**src/rtl/wlo_cmd_master.sv**
```systemverilog
// Command master for the WLO serial link: sends the configuration frame and start command,
// then collects the 16-byte result, with a soft-reset command path and an rx inactivity timeout.
module wlo_cmd_master #(
   parameter int NUM_CHAN = 15,
   parameter int TIMEOUT  = 1000000
) (
   input  logic                      clk,
   input  logic                      rstn,
   input  logic                      cmd_go,
   input  logic                      cmd_rst,
   input  logic [8*2*NUM_CHAN-1:0]   frac_cfg,
   output logic                      tx_valid,
   output logic [7:0]                tx_data,
   input  logic                      tx_ready,
   input  logic                      rx_valid,
   input  logic [7:0]                rx_data,
   output logic [127:0]              mse_out,
   output logic                      mse_valid,
   output logic                      busy,
   output logic                      timeout
);

   localparam int NB = 2 * NUM_CHAN;
   localparam int IW = (NB > 1) ? $clog2(NB) : 1;
   localparam int TW = (TIMEOUT > 1) ? $clog2(TIMEOUT) : 1;
   localparam logic [IW-1:0] IDX_LAST = IW'(NB - 1);
   localparam logic [TW-1:0] TMO_LAST = TW'(TIMEOUT - 1);

   localparam logic [7:0] BYTE_START = 8'h01;
   localparam logic [7:0] BYTE_HDR   = 8'h02;
   localparam logic [7:0] BYTE_RST   = 8'h04;

   typedef enum logic [2:0] {
      IDLE,
      SEND_HDR,
      SEND_CFG,
      SEND_START,
      WAIT_RX,
      DONE,
      SEND_RST
   } state_t;

   state_t            state_q, state_d;
   logic [8*NB-1:0]   cfg_q, cfg_d;
   logic [IW-1:0]     idx_q, idx_d;
   logic [3:0]        rx_cnt_q, rx_cnt_d;
   logic [TW-1:0]     tmo_q, tmo_d;
   logic [127:0]      rx_buf_q, rx_buf_d;
   logic [127:0]      mse_q, mse_d;
   logic              tx_valid_q, tx_valid_d;
   logic [7:0]        tx_data_q, tx_data_d;
   logic              mse_valid_q, mse_valid_d;
   logic              busy_q, busy_d;
   logic              timeout_q, timeout_d;
   logic              xfer;

   assign xfer = tx_valid_q && tx_ready;

   always_comb begin
      state_d     = state_q;
      cfg_d       = cfg_q;
      idx_d       = idx_q;
      rx_cnt_d    = rx_cnt_q;
      tmo_d       = tmo_q;
      rx_buf_d    = rx_buf_q;
      mse_d       = mse_q;
      mse_valid_d = 1'b0;
      timeout_d   = 1'b0;

      case (state_q)
         IDLE: begin
            // Soft reset has priority; a simultaneous go is dropped, not deferred.
            if (cmd_rst) begin
               state_d = SEND_RST;
            end else if (cmd_go) begin
               state_d = SEND_HDR;
               cfg_d   = frac_cfg;
            end
         end
         SEND_HDR: begin
            if (xfer) begin
               state_d = SEND_CFG;
               idx_d   = '0;
            end
         end
         SEND_CFG: begin
            if (xfer) begin
               if (idx_q == IDX_LAST) begin
                  state_d = SEND_START;
               end else begin
                  idx_d = idx_q + 1'b1;
               end
            end
         end
         SEND_START: begin
            if (xfer) begin
               state_d  = WAIT_RX;
               rx_cnt_d = '0;
               tmo_d    = '0;
            end
         end
         WAIT_RX: begin
            // Bytes land in a shadow buffer so an aborted collection leaves mse_out intact.
            if (rx_valid) begin
               rx_buf_d[{rx_cnt_q, 3'b000} +: 8] = rx_data;
               rx_cnt_d = rx_cnt_q + 1'b1;
               tmo_d    = '0;
               if (rx_cnt_q == 4'd15) begin
                  state_d     = DONE;
                  mse_d       = rx_buf_d;
                  mse_valid_d = 1'b1;
               end
            end else if (tmo_q == TMO_LAST) begin
               state_d   = IDLE;
               timeout_d = 1'b1;
            end else begin
               tmo_d = tmo_q + 1'b1;
            end
         end
         DONE: begin
            state_d = IDLE;
         end
         SEND_RST: begin
            if (xfer) begin
               state_d = IDLE;
            end
         end
         default: begin
            state_d = IDLE;
         end
      endcase

      // Outputs are registered from the next state so they line up with state_q.
      tx_valid_d = 1'b0;
      tx_data_d  = 8'h00;
      case (state_d)
         SEND_HDR: begin
            tx_valid_d = 1'b1;
            tx_data_d  = BYTE_HDR;
         end
         SEND_CFG: begin
            tx_valid_d = 1'b1;
            tx_data_d  = cfg_d[{idx_d, 3'b000} +: 8];
         end
         SEND_START: begin
            tx_valid_d = 1'b1;
            tx_data_d  = BYTE_START;
         end
         SEND_RST: begin
            tx_valid_d = 1'b1;
            tx_data_d  = BYTE_RST;
         end
         default: begin
            tx_valid_d = 1'b0;
            tx_data_d  = 8'h00;
         end
      endcase
      busy_d = (state_d != IDLE);
   end

   always_ff @(posedge clk or negedge rstn) begin
      if (!rstn) begin
         state_q     <= IDLE;
         cfg_q       <= '0;
         idx_q       <= '0;
         rx_cnt_q    <= '0;
         tmo_q       <= '0;
         rx_buf_q    <= '0;
         mse_q       <= '0;
         tx_valid_q  <= 1'b0;
         tx_data_q   <= 8'h00;
         mse_valid_q <= 1'b0;
         busy_q      <= 1'b0;
         timeout_q   <= 1'b0;
      end else begin
         state_q     <= state_d;
         cfg_q       <= cfg_d;
         idx_q       <= idx_d;
         rx_cnt_q    <= rx_cnt_d;
         tmo_q       <= tmo_d;
         rx_buf_q    <= rx_buf_d;
         mse_q       <= mse_d;
         tx_valid_q  <= tx_valid_d;
         tx_data_q   <= tx_data_d;
         mse_valid_q <= mse_valid_d;
         busy_q      <= busy_d;
         timeout_q   <= timeout_d;
      end
   end

   assign tx_valid  = tx_valid_q;
   assign tx_data   = tx_data_q;
   assign mse_out   = mse_q;
   assign mse_valid = mse_valid_q;
   assign busy      = busy_q;
   assign timeout   = timeout_q;

endmodule

```
**config.mk**
```make
export PLATFORM = sky130hd
export DESIGN_NAME = wlo_cmd_master
export DESIGN_NICKNAME = d
export VERILOG_FILES = /design/src/rtl/wlo_cmd_master.sv
export SDC_FILE = /design/constraint.sdc
export NUM_CORES = 1
export LEC_CHECK = 0
export CORE_AREA = 3 3 237 239
export CTS_CLUSTER_SIZE = 24
export DETAILED_ROUTE_END_ITERATION = 8
export DIE_AREA = 0 0 240 242
export PLACE_DENSITY = 0.71
export SYNTH_ARGS = -nofsm -noshare
export SYNTH_HDL_FRONTEND = slang
export SYNTH_SLANG_ARGS = --single-unit
export TNS_END_PERCENT = 1
```
**constraint.sdc**
```tcl
create_clock -name clk -period 2.9 [get_ports clk]
set_input_delay 0.435 -clock clk [delete_from_list [all_inputs] [get_ports clk]]
set_output_delay 0.435 -clock clk [all_outputs]
set_load 0.03 [all_outputs]
```
-- Yosys cells after proc, flatten, opt, wreduce, memory -nomap -nowiden
Index checks and enable logic that the tools add are counted.
- equality and inequality tests: 15
- reductions and logical operators: 9
- add/subtract/negate cells: 4
- shifts and indexed selects: 3
- multiplexer cells: 34
- operators with widths (kind ; number):
    240-bit two-way mux ; 3
    240-bit by 9-bit variable part select with 8-bit output ; 1
    128-bit bitwise mux ; 1
    8-bit by 9-bit variable shift with 128-bit output, first input constant ; 1
    8-bit by 9-bit variable part select with 128-bit output ; 1
    20-bit two-way mux ; 3
    20-bit case mux with 2 select lines ; 1
    8-bit case mux with 4 select lines ; 1
    3-bit two-way mux ; 10
    20-bit by 1-bit adder with 20-bit output, second input constant ; 1
    20-bit == test, second input constant ; 1
    3-bit case mux with 6 select lines ; 1
    5-bit two-way mux ; 3
    3-bit by 2-bit == test with 1-bit output, second input constant ; 4
    5-bit case mux with 2 select lines ; 1
    3-bit == test, second input constant ; 3
    7-bit negator with 9-bit output ; 1
    3-bit AND reduction ; 3
    4-bit two-way mux ; 2
    4-bit case mux with 2 select lines ; 1
    1-bit two-way mux ; 7
    3-bit by 1-bit == test with 1-bit output, second input constant ; 2
    5-bit by 1-bit adder with 5-bit output, second input constant ; 1
    5-bit == test, second input constant ; 1
    10 further kinds ; 11
- output and inout port bits: 140
- bits in registers: 540

-- Logic depth before layout (Yosys ltp)
Gate-level depths: netlist (run 1).
- depth in word-level cells: 7
- mapped depth: 13
- gate-level depth less buffers: 11

-- Worst setup path before layout (run 1)
OpenSTA, ideal clock, no wires.
- path type: flip-flop to flip-flop
- start point: register rx_cnt_q[0]
- end point: register rx_buf_q[112]
- period minus slack after synthesis: 2.998 ns
- path slack: -0.098 ns
- stages on the path, launching flop included: 11
- arrival: 2.873 ns
- required time: 2.775 ns
- path through: dfrtp_1 -> clkbuf_1 -> inv_1 -> ha_1 -> nor2b_1 -> clkbuf_1 -> nand2_1 -> a21oi_1 -> and2_1 -> buf_2 -> mux2_2
- longest elaborated chain between the ends: 3
- elaborated cells on any way between the ends: 4
- classes of those cells: add/sub: 1; shift: 2; mux: 1
- ends and longest elaborated chain (element ; line ; text):
    from (decl) ; 46 ; logic [3:0] rx_cnt_q, rx_cnt_d;
    from (signal assigned) ; 179 ; rx_cnt_q <= rx_cnt_d;
    7-bit negator with 9-bit output (*) ; 105 ; rx_buf_d[{rx_cnt_q, 3'b000} +: 8] = rx_data;
    8-bit by 9-bit variable part select with 128-bit output / 8-bit by 9-bit variable shift with 128-bit output (equally long branches) ; 105 ;
    128-bit bitwise mux (*) ; 105 ;
    to (signal assigned) ; 181 ; rx_buf_q <= rx_buf_d;
    to (decl) ; 48 ; logic [127:0] rx_buf_q, rx_buf_d;
Every way passes the cells marked *; elsewhere a longest branch is shown, timed or not.
A chain may end at the register's enable or synchronous reset.

-- Final worst setup path (run 1)
- start point: register state_q[2]
- end point: register tx_data_q[5] (netlist: tx_data[5])
- longest elaborated chain between the ends: 5
- elaborated cells on any way between the ends: 25
- classes of those cells: eq/ne: 9; shift: 1; mux: 14; reduce/logical: 1
- ends and longest elaborated chain (element ; line ; text):
    from (decl) ; 43 ; state_t state_q, state_d;
    from (signal assigned) ; 176 ; state_q <= state_d;
    branches (longest 4 deep; another with 240-bit by 9-bit variable part select with 8-bit output) ; - ;
    8-bit case mux with 4 select lines (*) ; 136 ; case (state_d)
    via tx_data_d[5] ; 51 ; logic [7:0] tx_data_q, tx_data_d;
    to (signal assigned) ; 184 ; tx_data_q <= tx_data_d;
    to (decl) ; 51 ;
Mark *: on every way through the listed nets, which the timed path passes.

==> Flow_metrics.wiki, run 1 <==
{| class="wikitable"
! Metric !! Value
|-
| Critical Setup Path Class || flop to flop
|-
| Total number of vias || 17.6k
|-
| CTS Root Cell || sky130_fd_sc_hd__clkbuf_16
|-
| Critical Path, Cell by Cell || nand3b_1, buf_4, nor4b_1, o22ai_2, inv_2, buf_4, mux2i_1, mux2i_1, mux2i_1, o21a_1, o22ai_1
|-
| YS warnings || 0
|-
| Final sum of negative setup slack || 0 ns
|-
| GR met3 Demand/Resource || 0.0457
|-
| Slew at the pin closest to its max-slew limit || 0.827 ns
|-
| Synth Area in XOR/XNOR || 0.00469
|-
| Pwr dens || 893 nW/um^2
|-
| I/O pin count || 394
|-
| Synthesized area per cell || 11.8 um^2
|-
| Crit end category || flop
|-
| Routed Wire Length || 67.9 mm
|-
| Proportion of synthesized chip area in sequential cells || 0.556
|-
| Clock latency on the worst-skew pair || about 0.61 ns
|-
| Post-Place Setup Slack || -0.209 ns
|-
| Fraction of layout instances using a drive strength above 1 || 0.233
|-
| Post-DP HPWL || 50.8 mm
|-
| Via count of the first global-routing pass || 18.2k
|-
| Largest net degree at the start of global routing || 136
|-
| Outcome || complete, no violations
|-
| Synthesis-to-finish area growth || 29.9%
|-
| Commonest register cell after synthesis || sky130_fd_sc_hd__dfrtp_1
|-
| Drt drc || 0
|-
| Compound-gate portion of the synthesized area || 0.0829
|-
| Last weighted congestion value of the routability-driven placer || 0.865
|-
| Final total power || 28.2 mW
|-
| Number of sinks driven by the clock tree || 540
|-
| Post-Place Cell Area || 29,700 um^2
|-
| Grt met1 use || 0.301
|-
| Number of flops mapped to enable cells by yosys || 0
|-
| Standby leakage power || 14.3 nW
|-
| Post-synthesis net count || 2,327
|-
| Top library cells by usage in the layout, fill and taps aside || sky130_fd_sc_hd__dfrtp_1, sky130_fd_sc_hd__clkdlybuf4s50_1, sky130_fd_sc_hd__mux2_2
|-
| Post-layout nets || 2,762
|-
| Global-route wire length before repair || approximately 100 mm
|-
| Share of synthesized registers carrying an async set or reset || 1.00
|-
| Final instance area || 31,600 um^2
|-
| Effective utilization at floorplan || 0.450
|-
| Most used cell along the critical path || sky130_fd_sc_hd__mux2i_1
|-
| Worst path setup slack after routing || ~0.15 ns
|-
| H-tree Lvls || 2
|-
| Final number of hold-violating endpoints || 0
|-
| Setup Skew || 0.0313 ns
|-
| Leading cell type in the layout, fill and taps excluded || sky130_fd_sc_hd__dfrtp_1
|-
| Number of failing setup endpoints in the final timing report || 0
|-
| Post-synthesis simple-gate area fraction || 0.0830
|-
| Clock-pin slew on the worst setup and hold paths || 0.06 ns
|-
| Share of synthesized area spent on multiplexers || 0.242
|-
| Drt via density || 5.43
|-
| Number of synthesized register bits || 540
|-
| Distinct cell type count after synthesis || 70
|-
| Setup crit start kind || flop
|-
| RSZ-0062 raised after global routing || yes
|-
| Slew Limit Headroom || 0.444
|-
| Maximum buffer depth of the clock tree || 3
|-
| Total track usage || 0.231
|-
| Slowest cell on the critical path || sky130_fd_sc_hd__dfrtp_1
|-
| Horizontal extent of the die || 240 um
|-
| Final Max Slew Viols || 0
|-
| Aggregate global routing overflow || 0
|-
| Die extent in y || 242 um
|-
| Post-route fraction of the period consumed by the critical path || 0.948
|-
| Largest stage delay on the critical path || 0.47 ns
|-
| Avg WL per Cell || 21.0 um
|-
| Number of detailed-routing iterations run before antenna repair || 5
|-
| GRT busiest layer || met2
|-
| Capture instance of the worst register-to-register path || tx_data[5]
|-
| Floorplan die area || 58,100 um^2
|-
| Placeable Area || 54,000 um^2
|-
| Number of buffers added by the clock tree synthesis step || 56
|-
| FMAX || approximately 0.36 GHz
|-
| R2r worst-path depth || 11
|-
| Peak ir drop on the vdd network || between 0.7 and 0.8 mV
|-
| Initial antenna violation count || 4
|-
| Crit path DAT || 3.23 ns
|-
| Reported max-cap violation count || 0
|-
| Worst path required time || 3.38 ns
|-
| Fill cells || 4,363
|-
| Critical register-to-register path startpoint || state_q[2]
|-
| Hold crit path type || input port to asynchronous set/reset pin
|-
| Main combinational cell family by area after synthesis || multiplexers
|-
| DRC violation total after the first TritonRoute iteration || about 1.2k
|-
| Largest driver fanout on the critical path || 9
|-
| Number of setup buffers added after CTS || 0
|-
| Share of the core filled with cells || 0.584
|-
| Count of standard-cell rows || 85
|-
| Arithmetic-cell share of the synthesized area counting full adders, half adders and majority gates || 0.00361
|-
| Gate Count Post-Synth || 2,066
|-
| Tmin final || ~2.7 ns
|-
| Number of routed nets with antenna violations || 0
|-
| Count of buffers inserted at the top-level ports || ~400
|-
| Reg2reg setup slack || roughly 0.15 ns
|-
| TritonCTS clock tree || built
|-
| Met2 global-route usage || 0.376
|-
| Post-synthesis instance area || 24,300 um^2
|}
[layer usage]
metal,vias to the layer above,part of all wire
met3,149,0.060
met1,8743,0.41
li1,8166,-
met2,537,0.48
met4,4,0.045
met5,-,0.00059
[metrics by stage]
| stage | hold WS (ns) | instances |
|---|---|---|
| after floorplan | 0.139 | 2066 |
| after global placement | 0.395 | 3138 |
| after detailed placement | 0.401 | 3138 |
| after CTS | 0.358 | 3239 |
| after global routing | 0.394 | 3240 |
| final | 0.365 | 3241 |
[flip-flops by register name, indices dropped and copies added (netlist names)]
signal	count
tx_valid	1
tx_data	8
timeout	1
mse_out	128
idx_q	5
busy	1
rx_buf_q	128
rx_cnt_q	4
mse_valid	1
tmo_q	20
cfg_q	240
state_q	3
[where the power goes]
part / internal, mW / leakage, nW / switching (mW)
clock network: 4.12 / 0.892 / 3.00
logic: 5.50 / 6.26 / 5.75
registers: 9.25 / 7.14 / 0.564
[how the worst max path moves through the flow]
stage	from	endpoint
detailed placement	tx_ready	tx_data[5]
floorplan	rx_cnt_q[0]	rx_buf_q[112]
finish	state_q[2]	tx_data[5]
CTS	tx_valid	tx_data[5]
global route	state_q[2]	tx_data[5]
global placement	tx_ready	tx_data[5]
[cell families (layout without fill, tap and decap cells)]
| logic type | Yosys count | in the layout |
|---|---|---|
| AO/OA/AOI/OAI | 358 | 358 |
| XOR/XNOR | 13 | 13 |
| adder cells (fa/ha/maj) | 7 | 7 |
| buffers and inverters | 150 | 627 |
| flip-flops | 540 | 540 |
| multiplexers | 534 | 534 |
| other | 0 | 2 |
| AND/OR/NAND/NOR | 464 | 464 |
[what timing repair did]
action / CTS / global route
hold endpoints to repair: 44 / 0
setup endpoints to repair: 0 / 22
resized for setup: 0 / 4
hold buffers: 1 / 0
[cell type report]
type | instances | area, um^2 | share of cell area
inverters | 14 | 55.1 | 0.00174
flip-flops and latches | 540 | 13500 | 0.428
multi-input cells | 1376 | 10100 | 0.321
clock buffers | 85 | 1660 | 0.0527
clock inverters | 15 | 169 | 0.00535
diodes | 2 | 5.00 | 0.000159
repair buffers | 513 | 5140 | 0.163
well taps | 696 | 871 | 0.0276
[cell usage after synthesis (17+ instances only)]
cell | count | area, um^2
sky130_fd_sc_hd__a21oi_1 | 81 | 405
sky130_fd_sc_hd__buf_1 | 17 | 63.8
sky130_fd_sc_hd__buf_2 | 32 | 160
sky130_fd_sc_hd__clkbuf_1 | 73 | 274
sky130_fd_sc_hd__dfrtp_1 | 540 | 13500
sky130_fd_sc_hd__mux2_2 | 355 | 4000
sky130_fd_sc_hd__mux2i_1 | 172 | 1720
sky130_fd_sc_hd__nand2_1 | 247 | 927
sky130_fd_sc_hd__nand2b_1 | 18 | 113
sky130_fd_sc_hd__nand3_1 | 26 | 130
sky130_fd_sc_hd__nor2_1 | 98 | 368
sky130_fd_sc_hd__nor3_1 | 23 | 115
sky130_fd_sc_hd__o21ai_0 | 197 | 986
[critical path: cells and delay by family (launching register included)]
kind / cells / cell delay, ns
AOI/OAI and AO/OA: 3 / 0.50
buffers and inverters: 3 / 0.49
DFF: 1 / 0.47
muxes: 3 / 0.55
and+or+nand+nor: 2 / 0.62
Note: power is estimated with default switching activity, not from simulation.
==> run 2: changes to the inputs <==
CORE_AREA = 3 3 289 291   (was 3 3 237 239)
DIE_AREA = 0 0 292 294   (was 0 0 240 242)
PLACE_DENSITY = default   (was 0.71)
==> Flow_metrics.wiki, run 2 (synthesis gave the netlist of run 1 again) <==
{| class="wikitable"
! Metric !! Value
|-
| Pwr dens || 915 nW/um^2 (was 893 nW/um^2)
|-
| FMAX || 0.357 GHz (was 0.364 GHz)
|-
| Final Max Slew Viols || 0 (unchanged)
|-
| Drt via density || 4.88 (was 5.43)
|-
| Final instance area || 32,500 um^2 (was 31,600 um^2)
|-
| Avg WL per Cell || 20.4 um (was 21.0 um)
|-
| I/O pin count || 394 (unchanged)
|-
| Reg with most FFs || cfg_q (unchanged)
|-
| Reported max-cap violation count || 0 (unchanged)
|-
| DRC violation total after the first TritonRoute iteration || 940 (was 1,192)
|-
| Outcome || complete, no violations (unchanged)
|-
| Number of failing setup endpoints in the final timing report || 0 (unchanged)
|-
| Floorplan die area || 85,800 um^2 (was 58,100 um^2)
|-
| R2r worst-path depth || 6 (was 11)
|-
| CTS Root Cell || sky130_fd_sc_hd__clkbuf_16 (unchanged)
|-
| Final total power || 29.7 mW (was 28.2 mW)
|-
| Number of sinks driven by the clock tree || 540 (unchanged)
|-
| Number of detailed-routing iterations run before antenna repair || 7 (was 5)
|-
| Crit end category || flop (unchanged)
|-
| Number of buffers added by the clock tree synthesis step || 59 (was 56)
|-
| Grt met1 use || 0.213 (was 0.301)
|-
| Initial antenna violation count || 10 (was 4)
|-
| Worst path required time || 3.34 ns (was 3.38 ns)
|-
| Start point of the critical path || tmo_q[8] (was state_q[2])
|-
| Leading cell type in the layout, fill and taps excluded || sky130_fd_sc_hd__dfrtp_1 (unchanged)
|-
| Standby leakage power || 14.5 nW (was 14.3 nW)
|-
| Slowest cell on the critical path || sky130_fd_sc_hd__or4b_1 (was sky130_fd_sc_hd__dfrtp_1)
|-
| Largest driver fanout on the critical path || 7 (was 9)
|-
| Capture instance of the worst register-to-register path || busy (was tx_data[5])
|-
| Via count of the first global-routing pass || 18.6k (was 18.2k)
|-
| TritonCTS clock tree || built (unchanged)
|-
| Crit path DAT || 3.24 ns (was 3.23 ns)
|-
| Effective utilization at floorplan || 0.301 (was 0.450)
|-
| Tmin final || 2.80 ns (was 2.75 ns)
|-
| Largest net degree at the start of global routing || 94 (was 136)
|-
| Slew Limit Headroom || 0.598 (was 0.444)
|-
| Critical Setup Path Class || flop to flop (unchanged)
|-
| Count of buffers inserted at the top-level ports || 393 (unchanged)
|-
| Count of standard-cell rows || 104 (was 85)
|-
| Number of routed nets with antenna violations || 0 (unchanged)
|-
| GRT busiest layer || met2 (unchanged)
|-
| Aggregate global routing overflow || 0 (unchanged)
|-
| Peak ir drop on the vdd network || 0.679 mV (was 0.705 mV)
|-
| Total track usage || 0.169 (was 0.231)
|-
| Horizontal extent of the die || 292 um (was 240 um)
|-
| Global-route wire length before repair || 113 mm (was 105 mm)
|-
| Reg2reg setup slack || 0.1 ns (was 0.15 ns)
|-
| Die extent in y || 294 um (was 242 um)
|-
| Number of flip-flops in the largest register || 240 (unchanged)
|-
| Top library cells by usage in the layout, fill and taps aside || sky130_fd_sc_hd__dfrtp_1, sky130_fd_sc_hd__clkdlybuf4s50_1, sky130_fd_sc_hd__mux2_2 (unchanged)
|-
| Drt drc || 0 (unchanged)
|-
| Setup Skew || 0.0606 ns (was 0.0313 ns)
|-
| Largest stage delay on the critical path || 0.55 ns (was 0.47 ns)
|-
| Fill cells || 7,639 (was 4,363)
|-
| Clock latency on the worst-skew pair || 0.64 ns (was 0.61 ns)
|-
| Clock-pin slew on the worst setup and hold paths || 0.06 ns (about the same)
|-
| Placeable Area || 80,800 um^2 (was 54,000 um^2)
|-
| Final number of hold-violating endpoints || 0 (unchanged)
|-
| Post-layout nets || 2,785 (was 2,762)
|-
| Last weighted congestion value of the routability-driven placer || 0.875 (was 0.865)
|-
| Post-route fraction of the period consumed by the critical path || 0.967 (was 0.948)
|-
| Capturing instance or port of the critical path || busy (was tx_data[5])
|-
| Slew at the pin closest to its max-slew limit || 0.600 ns (was 0.827 ns)
|-
| H-tree Lvls || 2 (unchanged)
|-
| Hold crit path type || input port to asynchronous set/reset pin (unchanged)
|-
| GR met3 Demand/Resource || 0.0462 (was 0.0457)
|-
| Synthesis-to-finish area growth || 33.7% (was 29.9%)
|-
| Maximum buffer depth of the clock tree || 3 (unchanged)
|-
| Met2 global-route usage || 0.288 (was 0.376)
|-
| Post-DP HPWL || 56.7 mm (was 50.8 mm)
|-
| Setup crit start kind || flop (unchanged)
|-
| Critical register-to-register path startpoint || tmo_q[8] (was state_q[2])
|-
| Routed Wire Length || 74.1 mm (was 67.9 mm)
|-
| RSZ-0062 raised after global routing || no (was yes)
|-
| Critical Path, Cell by Cell || or4b_1, or4_4, o31ai_4, o21ai_2, a22o_1, or3_1 (was nand3b_1, buf_4, nor4b_1, o22ai_2, inv_2, buf_4, mux2i_1, mux2i_1, mux2i_1, o21a_1, o22ai_1)
|-
| Post-Place Cell Area || 30,300 um^2 (was 29,700 um^2)
|-
| Fraction of layout instances using a drive strength above 1 || 0.245 (was 0.233)
|-
| Total number of vias || 17.8k (was 17.6k)
|}
## run 2: cell count changes in the layout (fill, tap and decap cells not counted), sizes merged
cell,previous run,this run
clkbuf,85,77
clkinvlp,3,1
bufinv,2,10
inv,14,16
clkinv,10,21
buf,120,140
## run 2: stage by stage
| step | hold WS (ns) | utilization | setup slack, ns | setup TNS (ns) | std cells |
|---|---|---|---|---|---|
| floorplan | 0.139 | - | 0.163 | 0 | 2066 |
| CTS | 0.312 | 0.402 | 0.0412 | 0 | 3634 |
| detailed placement | 0.409 | 0.375 | -0.287 | -1.81 | 3522 |
| global placement | 0.407 | 0.375 | -0.235 | -1.45 | 3522 |
| global route | 0.343 | 0.402 | 0.00177 | 0 | 3634 |
| finish | 0.352 | 0.402 | 0.0950 | 0 | 3636 |
## run 2: repair_timing
action / CTS / global route
hold buffers: 1 / 0
resized for setup: 0 / 5
setup buffers: 0 / 0
hold endpoints to repair: 44 / 0
endpoints found under the setup margin: 0 / 28
## run 2: area by class of cell
class                   count  area, um^2  share of cell area
well taps                1060        1330              0.0408
flip-flops and latches    540       13500               0.416
clock inverters            34         492              0.0151
multi-input cells        1376       10200               0.313
diodes                      2        5.00            0.000154
inverters                  14        57.6             0.00177
repair buffers            533        5270               0.162
clock buffers              77        1660              0.0510
## run 2: report_power, final
group	total, mW	switching, mW	internal (mW)	leakage (nW)
Clock	8.18	3.24	4.94	1.06
Combinational	11.7	6.10	5.65	6.34
Sequential	9.78	0.530	9.25	7.14
## run 2: how the worst min path moves through the flow
stage               cells past startpoint            to  startpoint  slack (ns)
floorplan                               0          busy        rstn        0.14
global placement                        1  mse_out[127]        rstn        0.41
detailed placement                      1  mse_out[120]        rstn        0.41
finish                                  2   mse_out[50]        rstn        0.35
global route                            2   mse_out[55]        rstn        0.34
CTS                                     2    state_q[0]        rstn        0.31
## run 2: metal layers
metal,routed length [um],up-vias
met5,91,-
met4,1710,14
met3,4760,111
met2,35800,483
met1,31800,8910
li1,-,8238
## run 2: worst max-delay path: cells and delay by family (launching register included)
family           cells  cell delay, ns
AND/OR/NAND/NOR      3            1.48
AO/OA/AOI/OAI        3            0.73
flip-flops           1            0.44
==> run 3: changes to the inputs <==
CAP_MARGIN = 20   (was default)
SETUP_SLACK_MARGIN = 0.4   (was default)
==> Flow_metrics.wiki, run 3 (synthesis gave the netlist of run 1 again) <==
{| class="wikitable"
! Metric !! Value
|-
| Post-layout nets || 2,813 (was 2,785)
|-
| Setup Skew || 0.0328 ns (was 0.0606 ns)
|-
| Fill cells || 7,510 (was 7,639)
|-
| Sequential share of power || 0.321 (was 0.329)
|-
| Relative contribution of the clock network to total power || 0.269 (was 0.275)
|-
| Slowest cell on the critical path || sky130_fd_sc_hd__nor4b_1 (was sky130_fd_sc_hd__or4b_1)
|-
| I/O pin count || 394 (unchanged)
|-
| Top library cells by usage in the layout, fill and taps aside || sky130_fd_sc_hd__dfrtp_1, sky130_fd_sc_hd__clkdlybuf4s50_1, sky130_fd_sc_hd__mux2_2 (unchanged)
|-
| Leading cell type in the layout, fill and taps excluded || sky130_fd_sc_hd__dfrtp_1 (unchanged)
|-
| Worst path required time || 3.40 ns (was 3.34 ns)
|-
| Largest net degree at the start of global routing || 81 (was 94)
|-
| Area taken by flip-flops and latches || 13,500 um^2 (about the same)
|-
| R2r worst-path depth || 10 (was 6)
|-
| Crit path DAT || 3.15 ns (was 3.24 ns)
|-
| Most used cell along the critical path || sky130_fd_sc_hd__mux2i_1
|-
| Maximum buffer depth of the clock tree || 3 (unchanged)
|-
| CP Depth || 10 (was 6)
|-
| Drt drc || 0 (unchanged)
|-
| Synthesis-to-finish area growth || 35.8% (was 33.7%)
|-
| Total number of vias || 17.8k (about the same)
|-
| Via count of the first global-routing pass || 18.8k (was 18.6k)
|-
| Avg WL per Cell || 20.5 um (was 20.4 um)
|-
| Global-route wire length before repair || 113 mm (about the same)
|-
| Die extent in y || 294 um (unchanged)
|-
| Critical register-to-register path startpoint || state_q[2] (was tmo_q[8])
|-
| Post-DP HPWL || 56.8 mm (was 56.7 mm)
|-
| Reg2reg setup slack || 0.25 ns (was 0.1 ns)
|-
| Top delay family on crit path || simple AND/OR/NAND/NOR gates (unchanged)
|-
| Floorplan die area || 85,800 um^2 (unchanged)
|-
| Net switching power || 10.2 mW (was 9.87 mW)
|-
| Outcome || complete, no violations (unchanged)
|-
| FMAX || 0.378 GHz (was 0.357 GHz)
|-
| Pwr dens || 927 nW/um^2 (was 915 nW/um^2)
|-
| Fraction of layout instances using a drive strength above 1 || 0.267 (was 0.245)
|-
| Design internal power || 20.4 mW (was 19.8 mW)
|-
| Number of sinks driven by the clock tree || 540 (unchanged)
|-
| Total track usage || 0.170 (was 0.169)
|-
| Largest driver fanout on the critical path || 12 (was 7)
|-
| Switch share || 0.334 (was 0.332)
|-
| Aggregate global routing overflow || 0 (unchanged)
|-
| Worst path setup slack after routing || 0.253 ns (was 0.0950 ns)
|-
| Area of the multi-input gates || 10,300 um^2 (was 10,200 um^2)
|-
| Buf/Inv on CP || 2 (was 0)
|-
| Final total power || 30.6 mW (was 29.7 mW)
|-
| Capture instance of the worst register-to-register path || tx_data[4] (was busy)
|-
| Number of routed nets with antenna violations || 0 (unchanged)
|-
| Final sum of negative setup slack || 0 ns (unchanged)
|-
| Initial antenna violation count || 15 (was 10)
|-
| Standby leakage power || 14.7 nW (was 14.5 nW)
|-
| Final number of hold-violating endpoints || 0 (unchanged)
|-
| Placed Cells incl. Taps || 3,522 (unchanged)
|-
| Post-Place Cell Area || 30,300 um^2 (about the same)
|-
| TritonCTS clock tree || built (unchanged)
|-
| Hold crit path type || input port to asynchronous set/reset pin (unchanged)
|-
| Clock latency on the worst-skew pair || 0.63 ns (was 0.64 ns)
|-
| Number of failing setup endpoints in the final timing report || 0 (unchanged)
|-
| Slew at the pin closest to its max-slew limit || 0.812 ns (was 0.600 ns)
|-
| Post-route fraction of the period consumed by the critical path || 0.913 (was 0.967)
|-
| RSZ-0062 raised after global routing || yes (was no)
|-
| Logic gate share of total power || 0.410 (was 0.395)
|-
| Last weighted congestion value of the routability-driven placer || 0.868 (was 0.875)
|-
| DRC violation total after the first TritonRoute iteration || 848 (was 940)
|-
| H-tree Lvls || 2 (unchanged)
|-
| Largest stage delay on the critical path || 0.50 ns (was 0.55 ns)
|-
| Critical Path, Cell by Cell || nand3b_1, nor4b_1, o22ai_2, inv_2, buf_12, mux2i_1, mux2i_1, mux2i_1, o21a_1, o22ai_1 (was or4b_1, or4_4, o31ai_4, o21ai_2, a22o_1, or3_1)
|-
| Drt via density || 4.86 (was 4.88)
|-
| Number of flip-flops in the largest register || 240 (unchanged)
|-
| Critical Setup Path Class || flop to flop (unchanged)
|-
| Count of standard-cell rows || 104 (unchanged)
|-
| Peak ir drop on the vdd network || 0.550 mV (was 0.679 mV)
|-
| CTS Root Cell || sky130_fd_sc_hd__clkbuf_16 (unchanged)
|-
| Filler-free cell count of the finished design || 3,669 (was 3,636)
|-
| Setup crit start kind || flop (unchanged)
|-
| Crit end category || flop (unchanged)
|-
| Clock-pin slew on the worst setup and hold paths || 0.06 ns (about the same)
|-
| Placeable Area || 80,800 um^2 (unchanged)
|-
| Number of buffers added by the clock tree synthesis step || 61 (was 59)
|-
| Slew Limit Headroom || 0.459 (was 0.598)
|-
| Tmin final || 2.65 ns (was 2.80 ns)
|-
| Effective utilization at floorplan || 0.301 (unchanged)
|-
| Final Max Slew Viols || 0 (unchanged)
|-
| Count of buffers inserted at the top-level ports || 393 (unchanged)
|-
| Routed Wire Length || 75.1 mm (was 74.1 mm)
|-
| Reported max-cap violation count || 0 (unchanged)
|-
| Number of detailed-routing iterations run before antenna repair || 5 (was 7)
|-
| Post-Place Setup Slack || -0.243 ns (was -0.287 ns)
|-
| Final instance area || 33,000 um^2 (was 32,500 um^2)
|-
| Horizontal extent of the die || 292 um (unchanged)
|-
| Reg with most FFs || cfg_q (unchanged)
|}
run 3: cell types whose count changed in the layout (fill, tap and decap cells not counted), sizes merged:
cell      previous run  this run
diode                2         6
bufinv              10         8
clkbuf              77        85
clkinv              21        14
inv                 16        18
buf                140       163
clkinvlp             1         6
run 3: through the flow:
step / util / hold WS (ns)
5_1_grt: 0.408 / 0.417
4_1_cts: 0.402 / 0.393
2_1_floorplan: - / 0.139
3_3_place_gp: 0.375 / 0.462
3_5_place_dp: 0.375 / 0.469
6_report: 0.408 / 0.424
run 3: how the worst max path moves through the flow:
| stage | end | from |
|---|---|---|
| after floorplan | rx_buf_q[112] | rx_cnt_q[1] |
| after global placement | tx_data[6] | cmd_rst |
| after detailed placement | tx_data[6] | cmd_rst |
| after CTS | tx_data[6] | state_q[1] |
| after global routing | tx_data[4] | state_q[2] |
| final | tx_data[4] | state_q[2] |
run 3: worst register-to-register path: cells and delay by family (launching register included):
| family | cells | cell delay, ns |
|---|---|---|
| mux | 3 | 0.55 |
| compound gates | 3 | 0.50 |
| buf+inv | 2 | 0.27 |
| simple gates | 2 | 0.80 |
| flops | 1 | 0.44 |
run 3: routing by layer:
| layer | vias up | GRT usage | part of all wire |
|---|---|---|---|
| met2 | 567 | 0.283 | 0.48 |
| li1 | 8266 | - | - |
| met3 | 142 | 0.0556 | 0.082 |
| met1 | 8843 | 0.212 | 0.41 |
| met4 | 18 | 0.0500 | 0.029 |
| met5 | - | 0 | 0.0018 |
run 3: cell type report:
type | instances | area share
clock inverters | 32 | 0.0132
well taps | 1060 | 0.0402
inverters | 14 | 0.00197
multi-input cells | 1376 | 0.313
repair buffers | 559 | 0.169
clock buffers | 82 | 0.0526
flip-flops and latches | 540 | 0.410
diodes | 6 | 0.000455
run 3: power by group through the flow:
stage               Sequential [mW]  Combinational (mW)  Clock (mW)
floorplan                      9.80                7.27           0
global placement               9.85                11.6           0
detailed placement             9.93                11.7           0
CTS                            9.82                11.8        8.49
global route                   9.97                13.4        8.79
finish                         9.81                12.5        8.24
run 3: repair_timing:
item | 4_1_cts | 5_1_grt
buffers inserted | 0 | 23
cloned | 0 | 3
pin swaps | 0 | 13
gates resized for setup | 1 | 51
endpoints found under the hold margin | 65 | 0
hold buffers | 1 | 0
setup endpoints to repair | 100 | 215
